File: src/rtl/spi_master_shifter_if.sv
// Signal bundle between the APB SPI register block and the SPI master shift engine.
// The master modport is the shift engine's view; slave is the register-block/bench view.
interface spi_master_shifter_if #(
    parameter int DATA_WIDTH = 8
) ();
    logic                  send_data;
    logic [DATA_WIDTH-1:0] mosi_data;
    logic                  mstr;
    logic                  cpol;
    logic                  cpha;
    logic                  lsbfe;
    logic [2:0]            sppr;
    logic [2:0]            spr;
    logic [1:0]            spi_mode;
    logic                  miso;
    logic                  sclk;
    logic                  mosi;
    logic                  ss;
    logic                  tip;
    logic                  receive_data;
    logic [DATA_WIDTH-1:0] miso_data;

    // A frame starts when send_data is seen high in IDLE with mstr=1 and spi_mode!=10;
    // there is no ready back-pressure, requests outside IDLE are dropped.
    modport master (
        input  send_data, mosi_data, mstr, cpol, cpha, lsbfe, sppr, spr, spi_mode, miso,
        output sclk, mosi, ss, tip, receive_data, miso_data
    );

    modport slave (
        output send_data, mosi_data, mstr, cpol, cpha, lsbfe, sppr, spr, spi_mode, miso,
        input  sclk, mosi, ss, tip, receive_data, miso_data
    );
endinterface

File: src/rtl/spi_master_shifter.sv
// SPI master shift engine: generates SCLK/SS/MOSI from a latched frame configuration,
// shifts MISO in, and strobes receive_data with the received frame on completion.
module spi_master_shifter #(
    parameter int DATA_WIDTH = 8
) (
    input  logic                 PCLK,
    input  logic                 PRESET,
    spi_master_shifter_if.master bus,
    output logic [1:0]           o_dbg_state
);
    localparam int BW = (DATA_WIDTH > 1) ? $clog2(DATA_WIDTH) : 1;
    localparam int EW = $clog2(2 * DATA_WIDTH) + 1;
    localparam logic [EW-1:0] LAST_EDGE = EW'(2 * DATA_WIDTH - 1);
    localparam logic [EW-1:0] ONE_E     = EW'(1);
    localparam logic [BW-1:0] TOP_BIT   = BW'(DATA_WIDTH - 1);

    typedef enum logic [1:0] {
        ST_IDLE  = 2'd0,
        ST_LEAD  = 2'd1,
        ST_XFER  = 2'd2,
        ST_TRAIL = 2'd3
    } state_t;

    state_t                r_state, w_next;
    logic [10:0]           r_cnt, r_half, w_half;
    logic [3:0]            w_presc;
    logic [EW-1:0]         r_edge, w_edge_num, w_edge_m1;
    logic [DATA_WIDTH-1:0] r_tx, r_rx, r_miso_data;
    logic                  r_cpol, r_cpha, r_lsbfe;
    logic                  r_sclk, r_mosi, r_rx_valid;
    logic                  w_accept, w_frozen, w_tick, w_last_edge;
    logic                  w_drive, w_sample, w_ss, w_tip;
    logic [BW-1:0]         w_drive_idx, w_sample_idx, w_tx_pos, w_rx_pos;

    // Half SCLK period H = (sppr+1) * 2^spr, 1..1024 PCLK cycles.
    assign w_presc = {1'b0, bus.sppr} + 4'd1;
    assign w_half  = {7'd0, w_presc} << bus.spr;

    assign w_accept    = (r_state == ST_IDLE) && bus.send_data && bus.mstr && (bus.spi_mode != 2'b10);
    assign w_frozen    = (r_state != ST_IDLE) && (bus.spi_mode == 2'b10);
    assign w_tick      = !w_frozen && (r_cnt == (r_half - 11'd1));
    assign w_last_edge = (r_edge == LAST_EDGE);

    // r_edge counts SCLK edges already produced, so the edge about to happen is r_edge+1.
    // Odd edges are even r_edge values; cpha selects which parity samples and which drives.
    assign w_edge_num   = r_edge + ONE_E;
    assign w_edge_m1    = r_edge - ONE_E;
    assign w_drive      = r_cpha ? ~r_edge[0] : (r_edge[0] && !w_last_edge);
    assign w_sample     = r_cpha ? r_edge[0] : ~r_edge[0];
    assign w_drive_idx  = r_cpha ? BW'(r_edge >> 1) : BW'(w_edge_num >> 1);
    assign w_sample_idx = r_cpha ? BW'(w_edge_m1 >> 1) : BW'(r_edge >> 1);
    assign w_tx_pos     = r_lsbfe ? w_drive_idx : (TOP_BIT - w_drive_idx);
    assign w_rx_pos     = r_lsbfe ? w_sample_idx : (TOP_BIT - w_sample_idx);

    always_ff @(posedge PCLK) begin
        if (PRESET) begin
            r_state <= ST_IDLE;
        end else begin
            r_state <= w_next;
        end
    end

    always_comb begin
        w_next = r_state;
        w_ss   = 1'b0;
        w_tip  = 1'b1;
        case (r_state)
            ST_IDLE: begin
                w_ss  = 1'b1;
                w_tip = 1'b0;
                if (w_accept) begin
                    w_next = ST_LEAD;
                end
            end
            ST_LEAD: begin
                if (w_tick) begin
                    w_next = ST_XFER;
                end
            end
            ST_XFER: begin
                if (w_tick && w_last_edge) begin
                    w_next = ST_TRAIL;
                end
            end
            ST_TRAIL: begin
                if (w_tick) begin
                    w_next = ST_IDLE;
                end
            end
            default: w_next = ST_IDLE;
        endcase
    end

    always_ff @(posedge PCLK) begin
        if (PRESET) begin
            r_cnt       <= '0;
            r_half      <= 11'd1;
            r_edge      <= '0;
            r_tx        <= '0;
            r_rx        <= '0;
            r_miso_data <= '0;
            r_cpol      <= 1'b0;
            r_cpha      <= 1'b0;
            r_lsbfe     <= 1'b0;
            r_sclk      <= 1'b0;
            r_mosi      <= 1'b0;
            r_rx_valid  <= 1'b0;
        end else begin
            r_rx_valid <= 1'b0;
            if (r_state == ST_IDLE) begin
                r_sclk <= bus.cpol;
                r_mosi <= 1'b0;
                r_cnt  <= '0;
                r_edge <= '0;
                if (w_accept) begin
                    r_tx    <= bus.mosi_data;
                    r_rx    <= '0;
                    r_cpol  <= bus.cpol;
                    r_cpha  <= bus.cpha;
                    r_lsbfe <= bus.lsbfe;
                    r_half  <= w_half;
                    if (!bus.cpha) begin
                        r_mosi <= bus.lsbfe ? bus.mosi_data[0] : bus.mosi_data[DATA_WIDTH-1];
                    end
                end
            end else if (!w_frozen) begin
                r_cnt <= w_tick ? 11'd0 : (r_cnt + 11'd1);
                if (w_tick && (r_state == ST_XFER)) begin
                    r_sclk <= w_last_edge ? r_cpol : ~r_sclk;
                    r_edge <= w_edge_num;
                    if (w_drive) begin
                        r_mosi <= r_tx[w_tx_pos];
                    end
                    if (w_sample) begin
                        r_rx[w_rx_pos] <= bus.miso;
                    end
                end
                if (w_tick && (r_state == ST_TRAIL)) begin
                    r_rx_valid  <= 1'b1;
                    r_miso_data <= r_rx;
                    r_mosi      <= 1'b0;
                end
            end
        end
    end

    assign bus.sclk         = r_sclk;
    assign bus.mosi         = r_mosi;
    assign bus.ss           = w_ss;
    assign bus.tip          = w_tip;
    assign bus.receive_data = r_rx_valid;
    assign bus.miso_data    = r_miso_data;
    assign o_dbg_state      = r_state;
endmodule

File: src/flat_wrapper.sv
// flat-port wrapper written by rule: the top's interface ports become plain ports
module spi_master_shifter_flat 
#(
    parameter int DATA_WIDTH = 8
)
  (PCLK, PRESET, o_dbg_state, bus_send_data, bus_mosi_data, bus_mstr, bus_cpol, bus_cpha, bus_lsbfe, bus_sppr, bus_spr, bus_spi_mode, bus_miso, bus_sclk, bus_mosi, bus_ss, bus_tip, bus_receive_data, bus_miso_data);
  spi_master_shifter_if #(.DATA_WIDTH(DATA_WIDTH)) bus_i ();
  input  logic PCLK;
  input  logic PRESET;
  output logic [1:0] o_dbg_state;
  input wire logic [$bits(bus_i.send_data)-1:0] bus_send_data;
  input wire logic [$bits(bus_i.mosi_data)-1:0] bus_mosi_data;
  input wire logic [$bits(bus_i.mstr)-1:0] bus_mstr;
  input wire logic [$bits(bus_i.cpol)-1:0] bus_cpol;
  input wire logic [$bits(bus_i.cpha)-1:0] bus_cpha;
  input wire logic [$bits(bus_i.lsbfe)-1:0] bus_lsbfe;
  input wire logic [$bits(bus_i.sppr)-1:0] bus_sppr;
  input wire logic [$bits(bus_i.spr)-1:0] bus_spr;
  input wire logic [$bits(bus_i.spi_mode)-1:0] bus_spi_mode;
  input wire logic [$bits(bus_i.miso)-1:0] bus_miso;
  output wire logic [$bits(bus_i.sclk)-1:0] bus_sclk;
  output wire logic [$bits(bus_i.mosi)-1:0] bus_mosi;
  output wire logic [$bits(bus_i.ss)-1:0] bus_ss;
  output wire logic [$bits(bus_i.tip)-1:0] bus_tip;
  output wire logic [$bits(bus_i.receive_data)-1:0] bus_receive_data;
  output wire logic [$bits(bus_i.miso_data)-1:0] bus_miso_data;
  assign bus_i.send_data = bus_send_data;
  assign bus_i.mosi_data = bus_mosi_data;
  assign bus_i.mstr = bus_mstr;
  assign bus_i.cpol = bus_cpol;
  assign bus_i.cpha = bus_cpha;
  assign bus_i.lsbfe = bus_lsbfe;
  assign bus_i.sppr = bus_sppr;
  assign bus_i.spr = bus_spr;
  assign bus_i.spi_mode = bus_spi_mode;
  assign bus_i.miso = bus_miso;
  assign bus_sclk = bus_i.sclk;
  assign bus_mosi = bus_i.mosi;
  assign bus_ss = bus_i.ss;
  assign bus_tip = bus_i.tip;
  assign bus_receive_data = bus_i.receive_data;
  assign bus_miso_data = bus_i.miso_data;
  spi_master_shifter #(.DATA_WIDTH(DATA_WIDTH)) u_core (.PCLK(PCLK), .PRESET(PRESET), .bus(bus_i), .o_dbg_state(o_dbg_state));
endmodule
File: config.mk
export PLATFORM = sky130hd
export DESIGN_NAME = spi_master_shifter_flat
export DESIGN_NICKNAME = d
export VERILOG_FILES = /design/src/rtl/spi_master_shifter_if.sv /design/src/rtl/spi_master_shifter.sv /design/src/flat_wrapper.sv
export SDC_FILE = /design/constraint.sdc
export NUM_CORES = 1
export LEC_CHECK = 0
export ABC_AREA = 1
export CAP_MARGIN = 15
export CORE_UTILIZATION = 30
export CTS_CLUSTER_SIZE = 24
export DETAILED_ROUTE_END_ITERATION = 10
export PLACE_DENSITY = 0.52
export SYNTH_ARGS = -nofsm -noshare
export SYNTH_HDL_FRONTEND = slang
export SYNTH_SLANG_ARGS = --single-unit
File: constraint.sdc
create_clock -name PCLK -period 3.6 [get_ports PCLK]
set_input_delay 0.72 -clock PCLK [delete_from_list [all_inputs] [get_ports PCLK]]
set_output_delay 0.72 -clock PCLK [all_outputs]
set_load 0.005 [all_outputs]
==> flow_summary_export.csv, run 1 <==
group,metric,value,unit
power_and_ir_drop,peakVddDrop,0.211,mV
drt,num_vias,3260,
power_and_ir_drop,cellPowerDensity,594,mW/mm^2
drt,viasPerCell,4.54,
drt,detail-route-antenna-nets,0,
worst_setup_path,cp-startpoint,"u_core.o_dbg_state[1]",
clocking,cts-hold-fix-buffers,0,
synth,synth_cells,533,
sta,hold_viol_final,0,
worst_setup_path,crit_arrival,1.82,ns
power_and_ir_drop,clkPwrFrac,0.331,
clocking,clock_latency,0.32,ns
global_route,grt_pass1_wl,13900,um
placement,gp_congestion,0.789,
worst_setup_path,cp_num_buf_inv,3,
worst_setup_path,crit_path_start_kind,"flip-flop",
worst_setup_path,crit_end,"bus_tip",
cells_and_area,syn_to_final_growth,22.7,%
power_and_ir_drop,p_leak,1.92,nW
clocking,cts_setup_buffers,0,
floorplanning,die-height,110,um
floorplanning,die_w,110,um
clocking,clock_sinks,59,
sta,skew,0.00736,ns
clocking,cts_buffers,9,
sta,final_max_slew_viol_count,0,
hold_path,holdCritPathClass,"flip-flop to flip-flop",
synth,yosys_warnings,0,
power_and_ir_drop,p_switching,937,uW
global_route,antenna_found_initial,0,
placement,dp_slack,0.910,ns
clocking,cts.path.max_buffers,2,
synth,synth_nets,567,
worst_setup_path,cp.depth,4,
floorplanning,coreArea,0.0114,sq mm
synth,synth_edf_count,0,
cells_and_area,nNetsFinal,605,
sta,rsz0062_at_grt,"false",
power_and_ir_drop,seq_power_share,0.299,
sta,clock.fmax,393,MHz
clocking,tritoncts,"done",
synth,synthArstFlopShare,0,
sta,slew_headroom,0.556,
worst_setup_path,rr_worst_depth,11,
synth,synth_top_area_frac,0.339,
worst_setup_path,slowest_delay,0.55,ns
clocking,clk_pin_slew_worst_paths,0.05,ns
placement,port-buffer-count,38,
sta,fin_crit_sh,0.706,
power_and_ir_drop,netSwitchingFraction,0.368,
cells_and_area,layout_common_cells,"148 x nand2_1, 72 x nor2_1, 65 x inv_1",
sta,timing.setup.tns,0,ns
drt,drc,0,
cells_and_area,diodes,0,
worst_setup_path,crit_path_top_delay_cell,"clkdlybuf4s50_1",
global_route,grt_max_degree,24,
clocking,ctsResizeCount,0,
global_route,first_global_vias,3058,
floorplanning,start_util,0.307,
floorplanning,row_count,39,
worst_setup_path,rrSetupSlack,1.30,ns
worst_setup_path,path_cells,"inv_1 > ha_1 > inv_4 > clkdlybuf4s50_1",
worst_setup_path,cp.required,2.88,ns
clocking,cts_max_level,3,
drt,drt-initial-drc-count,122,
synth,yosysUniqueCellTypes,38,
sta,period_minus_slack,2.54,ns
floorplanning,die_area,0.0121,sq mm
clocking,clockRootBuffer,"clkbuf_16",
job,cap_violations,0,
sta,setup_ws,1.06,ns
synth,yosys.area.top_type,"dfxtp_1",
synth,synth_flop_cell,"dfxtp_1",
drt,routed_wl,8400,um
synth,synth_seq_cells,59,
sta,tightestPinTransition,0.665,ns
power_and_ir_drop,power_frac_comb,0.371,
status,outcome,"complete, no violations",
synth,synthTopCellsByArea,"dfxtp_1 34%, nand2_1 16%, nor2_1 7.7%",
worst_setup_path,worstPathMaxFanout,16,
synth,synth_area_per_cell,6.54,sq um
cells_and_area,drive_gt1_frac,0.0661,
power_and_ir_drop,internal_power,1.61,mW
sta,finalSetupViolations,0,
synth,yosysSeqAreaShare,0.339,
cells_and_area,fillers,1181,
global_route,overflow,0,
worst_setup_path,rr_startpoint,"u_core.o_dbg_state[1]",
worst_setup_path,crit_type,"flip-flop to primary output",
floorplanning,io_pins,39,
worst_setup_path,rr_endpoint,"u_core.r_cnt[9]",
synth,synthesis.area,0.00349,sq mm
drt,firstDrtPassIters,5,
worst_setup_path,endpoint_kind,"primary output",
cells_and_area,final_common_cell,"nand2_1",
worst_setup_path,critical-path-top-delay-family,"buffers and inverters",
drt,wl_per_cell,11.7,um
placement,dpl.hpwl,6220,um
global_route,track_usage,0.149,
## power by group through the flow
| stage | sequential [mW] | clock, mW | combinational, mW |
|---|---|---|---|
| after detailed placement | 0.774 | 0 | 0.948 |
| after floorplan | 0.761 | 0 | 0.706 |
| after global routing | 0.767 | 0.895 | 1.08 |
| after CTS | 0.761 | 0.868 | 0.952 |
| after global placement | 0.773 | 0 | 0.940 |
| final | 0.760 | 0.841 | 0.942 |
## cells in the mapped netlist, types with 2 or more instances
cell type,n
nor2_2,4
buf_6,2
inv_2,3
xnor2_1,11
and2_1,2
nor2_4,2
o21ai_0,33
nand4_1,14
nor3b_1,3
buf_2,4
inv_1,65
a22oi_1,4
nand3_1,26
nand2_1,148
ha_1,10
nor2_1,72
a31oi_1,3
nor3_1,5
dfxtp_1,59
xor2_1,12
nand2_2,4
clkbuf_1,7
a21oi_1,25
## logic make-up after synthesis
group	count (synthesis)	share of synthesized area
AND/OR/NAND/NOR	289	0.363
buffers and inverters	84	0.101
AO/OA/AOI/OAI	68	0.103
flip-flops	59	0.339
XOR/XNOR	23	0.0577
adder cells (fa/ha/maj)	10	0.0359
## metal layers
metal | routed length [um] | GRT usage | vias up
met1 | 3920 | 0.170 | 1461
met2 | 4190 | 0.270 | 32
met5 | 0 | 0 | -
met4 | 99 | 0.0410 | 0
li1 | - | - | 1761
met3 | 192 | 0.0397 | 6
## flip-flops by register name, indices dropped and copies added (netlist names), 2 cells and up
register,count
u_core.o_dbg_state,2
u_core.r_rx,8
u_core.r_half,11
u_core.bus.miso_data,8
u_core.r_cnt,11
u_core.r_edge,5
u_core.r_tx,8
## how the worst min path moves through the flow
stage | slack (ns) | cells after the start | start | end
floorplan | 0.43 | 2 | u_core.r_edge[4] | u_core.r_edge[4]
global placement | 0.44 | 2 | u_core.r_edge[4] | u_core.r_edge[4]
detailed placement | 0.45 | 2 | u_core.r_edge[4] | u_core.r_edge[4]
CTS | 0.46 | 2 | u_core.r_edge[4] | u_core.r_edge[4]
global route | 0.49 | 2 | u_core.r_edge[4] | u_core.r_edge[4]
finish | 0.45 | 2 | u_core.r_edge[4] | u_core.r_edge[4]
## final cells by class
cell class | instances | area [sq um] | area share
flip-flops and latches | 59 | 1180 | 0.276
clock inverters | 5 | 53.8 | 0.0126
well taps | 143 | 179 | 0.0418
clock buffers | 10 | 239 | 0.0558
repair buffers | 42 | 410 | 0.0959
inverters | 69 | 262 | 0.0611
multi-input cells | 390 | 1950 | 0.457
## stage by stage
step / instance area, sq um / hold slack, ns / cells / util / power (mW)
6_report: 4280 / 0.455 / 718 / 0.376 / 2.54
5_1_grt: 4280 / 0.488 / 718 / 0.376 / 2.75
4_1_cts: 4280 / 0.458 / 718 / 0.376 / 2.58
3_5_place_dp: 3990 / 0.450 / 703 / 0.351 / 1.72
3_3_place_gp: 3990 / 0.441 / 703 / 0.351 / 1.71
2_1_floorplan: 3490 / 0.432 / 533 / - / 1.47
## tightest hold or removal path, delay by kind of cell (launching register included)
kind                   cells  cell delay (ns)
flip-flops                 1             0.29
AO/OA/AOI/OAI              1             0.06
buffers and inverters      1             0.06
Power figures use the tool's default switching activity.
==> inputs of run 2 (changes only) <==
==> constraint.sdc (replaced) <==
create_clock -name PCLK -period 2.6 [get_ports PCLK]
set_input_delay 0.52 -clock PCLK [delete_from_list [all_inputs] [get_ports PCLK]]
set_output_delay 0.52 -clock PCLK [all_outputs]
set_load 0.005 [all_outputs]
==> flow_summary_export.csv, run 2 (synthesis results as in run 1) <==
group,metric,value,unit
cells_and_area,layout_common_cells,"148 x nand2_1, 72 x nor2_1, 65 x inv_1",
worst_setup_path,crit_type,"flip-flop to primary output",
clocking,clockRootBuffer,"clkbuf_16",
power_and_ir_drop,clkPwrFrac,0.364,
global_route,overflow,0,
power_and_ir_drop,p_switching,1.31,mW
cells_and_area,nNetsFinal,610,
worst_setup_path,crit_arrival,1.93,ns
clocking,cts-hold-fix-buffers,0,
sta,period_minus_slack,2.45,ns
placement,placed_area,0.00404,sq mm
sta,tightestPinTransition,0.659,ns
hold_path,holdCritPathClass,"flip-flop to flip-flop",
floorplanning,row_count,39,
cells_and_area,syn_to_final_growth,25.5,%
drt,detail-route-antenna-nets,0,
cells_and_area,fin_area,0.00438,sq mm
worst_setup_path,slowest_delay,0.54,ns
clocking,cts.path.max_buffers,2,
placement,gp_congestion,0.770,
global_route,track_usage,0.151,
drt,drc,0,
power_and_ir_drop,internal_power,2.46,mW
placement,port-buffer-count,38,
worst_setup_path,rrSetupSlack,0.41,ns
drt,num_vias,3312,
drt,routed_wl,8460,um
drt,viasPerCell,4.57,
clocking,cts_max_level,3,
floorplanning,coreArea,0.0114,sq mm
sta,final_max_slew_viol_count,0,
sta,fin_crit_sh,0.944,
worst_setup_path,crit_path_start_kind,"flip-flop",
global_route,first_global_vias,3063,
floorplanning,die-height,110,um
clocking,clock_latency,0.33,ns
power_and_ir_drop,netSwitchingFraction,0.348,
worst_setup_path,worstPathMaxFanout,15,
drt,wl_per_cell,11.7,um
power_and_ir_drop,cellPowerDensity,860,mW/mm^2
power_and_ir_drop,total_power,3.76,mW
worst_setup_path,cp_num_buf_inv,4,
power_and_ir_drop,seq_power_share,0.279,
status,outcome,"complete, no violations",
clocking,cts_setup_buffers,0,
cells_and_area,top_regs,"u_core.r_cnt (11), u_core.r_half (11)",
power_and_ir_drop,power_frac_comb,0.357,
global_route,antenna_found_initial,0,
sta,slew_headroom,0.560,
sta,rsz0062_at_grt,"false",
sta,hold_viol_final,0,
drt,firstDrtPassIters,4,
floorplanning,die_area,0.0121,sq mm
global_route,grt_pass1_wl,14000,um
global_route,grt_max_degree,27,
floorplanning,io_pins,39,
worst_setup_path,critical-path-top-delay-family,"buffers and inverters",
sta,timing.setup.tns,0,ns
clocking,clk_pin_slew_worst_paths,0.05,ns
power_and_ir_drop,p_leak,1.97,nW
sta,holdWs,0.458,ns
clocking,tritoncts,"done",
floorplanning,start_util,0.307,
clocking,ctsResizeCount,0,
worst_setup_path,cp.required,2.08,ns
worst_setup_path,endpoint_kind,"primary output",
job,cap_violations,0,
placement,dpl.hpwl,6370,um
cells_and_area,diodes,0,
power_and_ir_drop,peakVddDrop,0.450,mV
clocking,clock_sinks,59,
cells_and_area,drive_gt1_frac,0.0740,
clocking,cts_buffers,9,
drt,drt-initial-drc-count,116,
sta,finalSetupViolations,0,
sta,clock.fmax,407,MHz
worst_setup_path,path_cells,"inv_1 > ha_1 > inv_4 > buf_4 > clkdlybuf4s50_1",
floorplanning,die_w,110,um
cells_and_area,fin_util,0.385,
cells_and_area,final_common_cell,"nand2_1",
worst_setup_path,crit_path_top_delay_cell,"clkdlybuf4s50_1",
sta,skew,0.00529,ns
[run 2: worst paths after layout]
path                              start                      end  depth (start not counted)
hold reg to reg        u_core.r_edge[4]         u_core.r_edge[4]                          2
setup reg to reg       u_core.r_half[0]  u_core.bus.miso_data[0]                         13
hold / removal         u_core.r_edge[4]         u_core.r_edge[4]                          2
setup / recovery  u_core.o_dbg_state[0]                  bus_tip                          5
[run 2: layer usage]
metal	share of wire	global-route usage	wire length, um
met1	0.46	0.177	3880
met2	0.50	0.264	4190
met3	0.031	0.0433	262
met4	0.014	0.0486	116
met5	0	0	0
[run 2: final cells by class]
| cell class | count | area [sq um] |
|---|---|---|
| Clock inverter | 5 | 100 |
| Inverter | 69 | 262 |
| Sequential cell | 59 | 1180 |
| Multi-Input combinational cell | 390 | 1950 |
| Clock buffer | 11 | 243 |
| Fill cell | 1211 | 6990 |
| Tap cell | 143 | 179 |
| Timing Repair Buffer | 47 | 460 |
[run 2: worst reg2reg max path, delay by kind of cell (launching register included)]
kind,cells,cell delay (ns)
flops,1,0.33
fa+ha+maj,1,0.30
buf+inv,1,0.11
simple gates,11,1.40
[run 2: per-stage QoR]
step	setup slack, ns	std cells
after floorplan	0.551	533
final	0.145	724
after global routing	0.0393	724
after CTS	0.117	724
after detailed placement	0.137	708
after global placement	0.152	708
[run 2: power groups by stage]
stage | logic [mW] | clock network (mW) | registers, mW
floorplan | 0.978 | 0 | 1.05
global placement | 1.34 | 0 | 1.07
detailed placement | 1.35 | 0 | 1.07
CTS | 1.36 | 1.40 | 1.05
global route | 1.52 | 1.44 | 1.06
finish | 1.34 | 1.37 | 1.05
==> inputs of run 3 (changes only) <==
--- a/config.mk
+++ b/config.mk
@@ -11,6 +11,9 @@
 export CTS_CLUSTER_SIZE = 24
 export DETAILED_ROUTE_END_ITERATION = 10
 export PLACE_DENSITY = 0.52
+export REMOVE_ABC_BUFFERS = 1
+export SLEW_MARGIN = 20
 export SYNTH_ARGS = -nofsm -noshare
 export SYNTH_HDL_FRONTEND = slang
 export SYNTH_SLANG_ARGS = --single-unit
+export TNS_END_PERCENT = 1
==> flow_summary_export.csv, run 3 (synthesis results as in run 1) <==
group,metric,value,unit
status,outcome,"complete, no violations",
cells_and_area,layout_common_cells,"148 x nand2_1, 72 x nor2_1, 65 x inv_1",
worst_setup_path,endpoint_kind,"primary output",
clocking,clock_sinks,59,
worst_setup_path,rrSetupSlack,0.34,ns
power_and_ir_drop,netSwitchingFraction,0.354,
drt,drc,0,
job,cap_violations,0,
cells_and_area,nNetsFinal,609,
sta,tightestPinTransition,0.711,ns
global_route,grt_pass1_wl,14300,um
worst_setup_path,critical-path-top-delay-family,"buffers and inverters",
power_and_ir_drop,cellPowerDensity,837,mW/mm^2
worst_setup_path,cp_num_buf_inv,3,
global_route,first_global_vias,3211,
floorplanning,start_util,0.307,
sta,fin_crit_sh,0.906,
clocking,ctsResizeCount,0,
sta,finalSetupViolations,0,
clocking,clockRootBuffer,"clkbuf_16",
placement,gp_congestion,0.847,
power_and_ir_drop,p_switching,1.29,mW
worst_setup_path,crit_path_start_kind,"flip-flop",
worst_setup_path,path_cells,"inv_1 > ha_1 > inv_4 > clkdlybuf4s50_1",
hold_path,min_path_cells,2,
global_route,track_usage,0.152,
worst_setup_path,rr_startpoint,"u_core.o_dbg_state[0]",
worst_setup_path,rr_worst_depth,15,
floorplanning,die_area,0.0121,sq mm
global_route,overflow,0,
cells_and_area,fin_cells,723,
hold_path,holdPathEnd,"u_core.r_rx[4]",
sta,hold_viol_final,0,
drt,drt-initial-drc-count,133,
power_and_ir_drop,internal_power,2.35,mW
power_and_ir_drop,peakVddDrop,0.442,mV
worst_setup_path,crit_type,"flip-flop to primary output",
power_and_ir_drop,p_leak,1.95,nW
floorplanning,io_pins,39,
clocking,cts_setup_buffers,0,
sta,timing.setup.tns,0,ns
cells_and_area,drive_gt1_frac,0.0707,
floorplanning,die-height,110,um
cells_and_area,fin_area,0.00434,sq mm
clocking,cts_buffers,9,
clocking,tritoncts,"done",
drt,wl_per_cell,11.3,um
worst_setup_path,crit_arrival,1.83,ns
power_and_ir_drop,clkPwrFrac,0.353,
placement,placed_area,0.00402,sq mm
hold_path,worstHoldStart,"u_core.r_rx[4]",
drt,num_vias,3320,
placement,port-buffer-count,38,
power_and_ir_drop,power_frac_comb,0.358,
drt,detail-route-antenna-nets,0,
cells_and_area,top_regs,"u_core.r_cnt (11), u_core.r_half (11)",
clocking,cts-hold-fix-buffers,0,
drt,firstDrtPassIters,6,
placement,dpl.hpwl,6230,um
cells_and_area,syn_to_final_growth,24.3,%
clocking,cts_max_level,3,
worst_setup_path,crit_path_top_delay_cell,"clkdlybuf4s50_1",
hold_path,holdCritPathClass,"flip-flop to flip-flop",
worst_setup_path,worstPathMaxFanout,16,
worst_setup_path,cp.required,2.08,ns
drt,routed_wl,8160,um
sta,slew_headroom,0.526,
cells_and_area,final_common_cell,"nand2_1",
drt,viasPerCell,4.59,
sta,final_max_slew_viol_count,0,
global_route,grt_max_degree,23,
placement,placed_cells,708,
floorplanning,row_count,39,
clocking,clk_pin_slew_worst_paths,0.05,ns
floorplanning,coreArea,0.0114,sq mm
sta,rsz0062_at_grt,"false",
sta,period_minus_slack,2.35,ns
worst_setup_path,slowest_delay,0.54,ns
floorplanning,die_w,110,um
power_and_ir_drop,total_power,3.63,mW
sta,clock.fmax,425,MHz
clocking,clock_latency,0.33,ns
global_route,antenna_found_initial,0,
worst_setup_path,rr_endpoint,"u_core.o_dbg_state[1]",
power_and_ir_drop,seq_power_share,0.289,
clocking,cts.path.max_buffers,2,
cells_and_area,fillers,1214,
cells_and_area,diodes,0,
sta,skew,0.00818,ns
[run 3: changes by cell type in the layout (fill, tap and decap cells not counted), sizes merged]
cell / previous run / this run
buf: 9 / 8
clkbuf: 11 / 12
bufinv: 3 / 2
[run 3: power by group through the flow]
stage	Combinational, mW	Sequential (mW)	Clock (mW)
3_5_place_dp	1.33	1.07	0
6_report	1.30	1.05	1.28
2_1_floorplan	0.893	1.05	0
4_1_cts	1.33	1.05	1.32
5_1_grt	1.50	1.06	1.36
3_3_place_gp	1.31	1.07	0
[run 3: tightest hold or removal path: cells and delay by family, from the launching register on]
kind / cells / cell delay (ns)
and+or+nand+nor: 1 / 0.06
AOI/OAI and AO/OA: 1 / 0.05
DFF: 1 / 0.31
[run 3: per-layer routing]
metal / vias to the layer above / GRT usage / part of all wire
met5: - / 0 / 0
met4: 0 / 0.0410 / 0.012
met3: 10 / 0.0486 / 0.044
met2: 49 / 0.258 / 0.45
met1: 1489 / 0.185 / 0.50
li1: 1772 / - / -
[run 3: how the worst max path moves through the flow]
stage | startpoint | endpoint | cells past startpoint
2_1_floorplan | u_core.o_dbg_state[1] | u_core.r_rx[0] | 7
3_3_place_gp | bus_spi_mode[0] | u_core.bus.miso_data[4] | 14
3_5_place_dp | bus_spi_mode[0] | u_core.bus.miso_data[1] | 13
4_1_cts | u_core.o_dbg_state[1] | bus_tip | 5
5_1_grt | u_core.o_dbg_state[0] | u_core.o_dbg_state[0] | 15
6_report | u_core.o_dbg_state[0] | bus_tip | 4
[run 3: per-stage QoR]
stage | hold slack, ns | setup WS [ns] | util
6_report | 0.458 | 0.245 | 0.381
5_1_grt | 0.488 | 0.0232 | 0.381
4_1_cts | 0.463 | 0.122 | 0.382
3_5_place_dp | 0.453 | 0.172 | 0.354
3_3_place_gp | 0.447 | 0.247 | 0.354
2_1_floorplan | 0.432 | 0.342 | -
[run 3: cell type report]
cell class | count | area, sq um | share of cell area
multi-input combinational | 390 | 1950 | 0.451
sequential | 59 | 1180 | 0.272
timing repair buffer | 46 | 440 | 0.102
inverter | 69 | 262 | 0.0603
clock buffer | 12 | 246 | 0.0568
tap | 143 | 179 | 0.0413
clock inverter | 4 | 73.8 | 0.0170
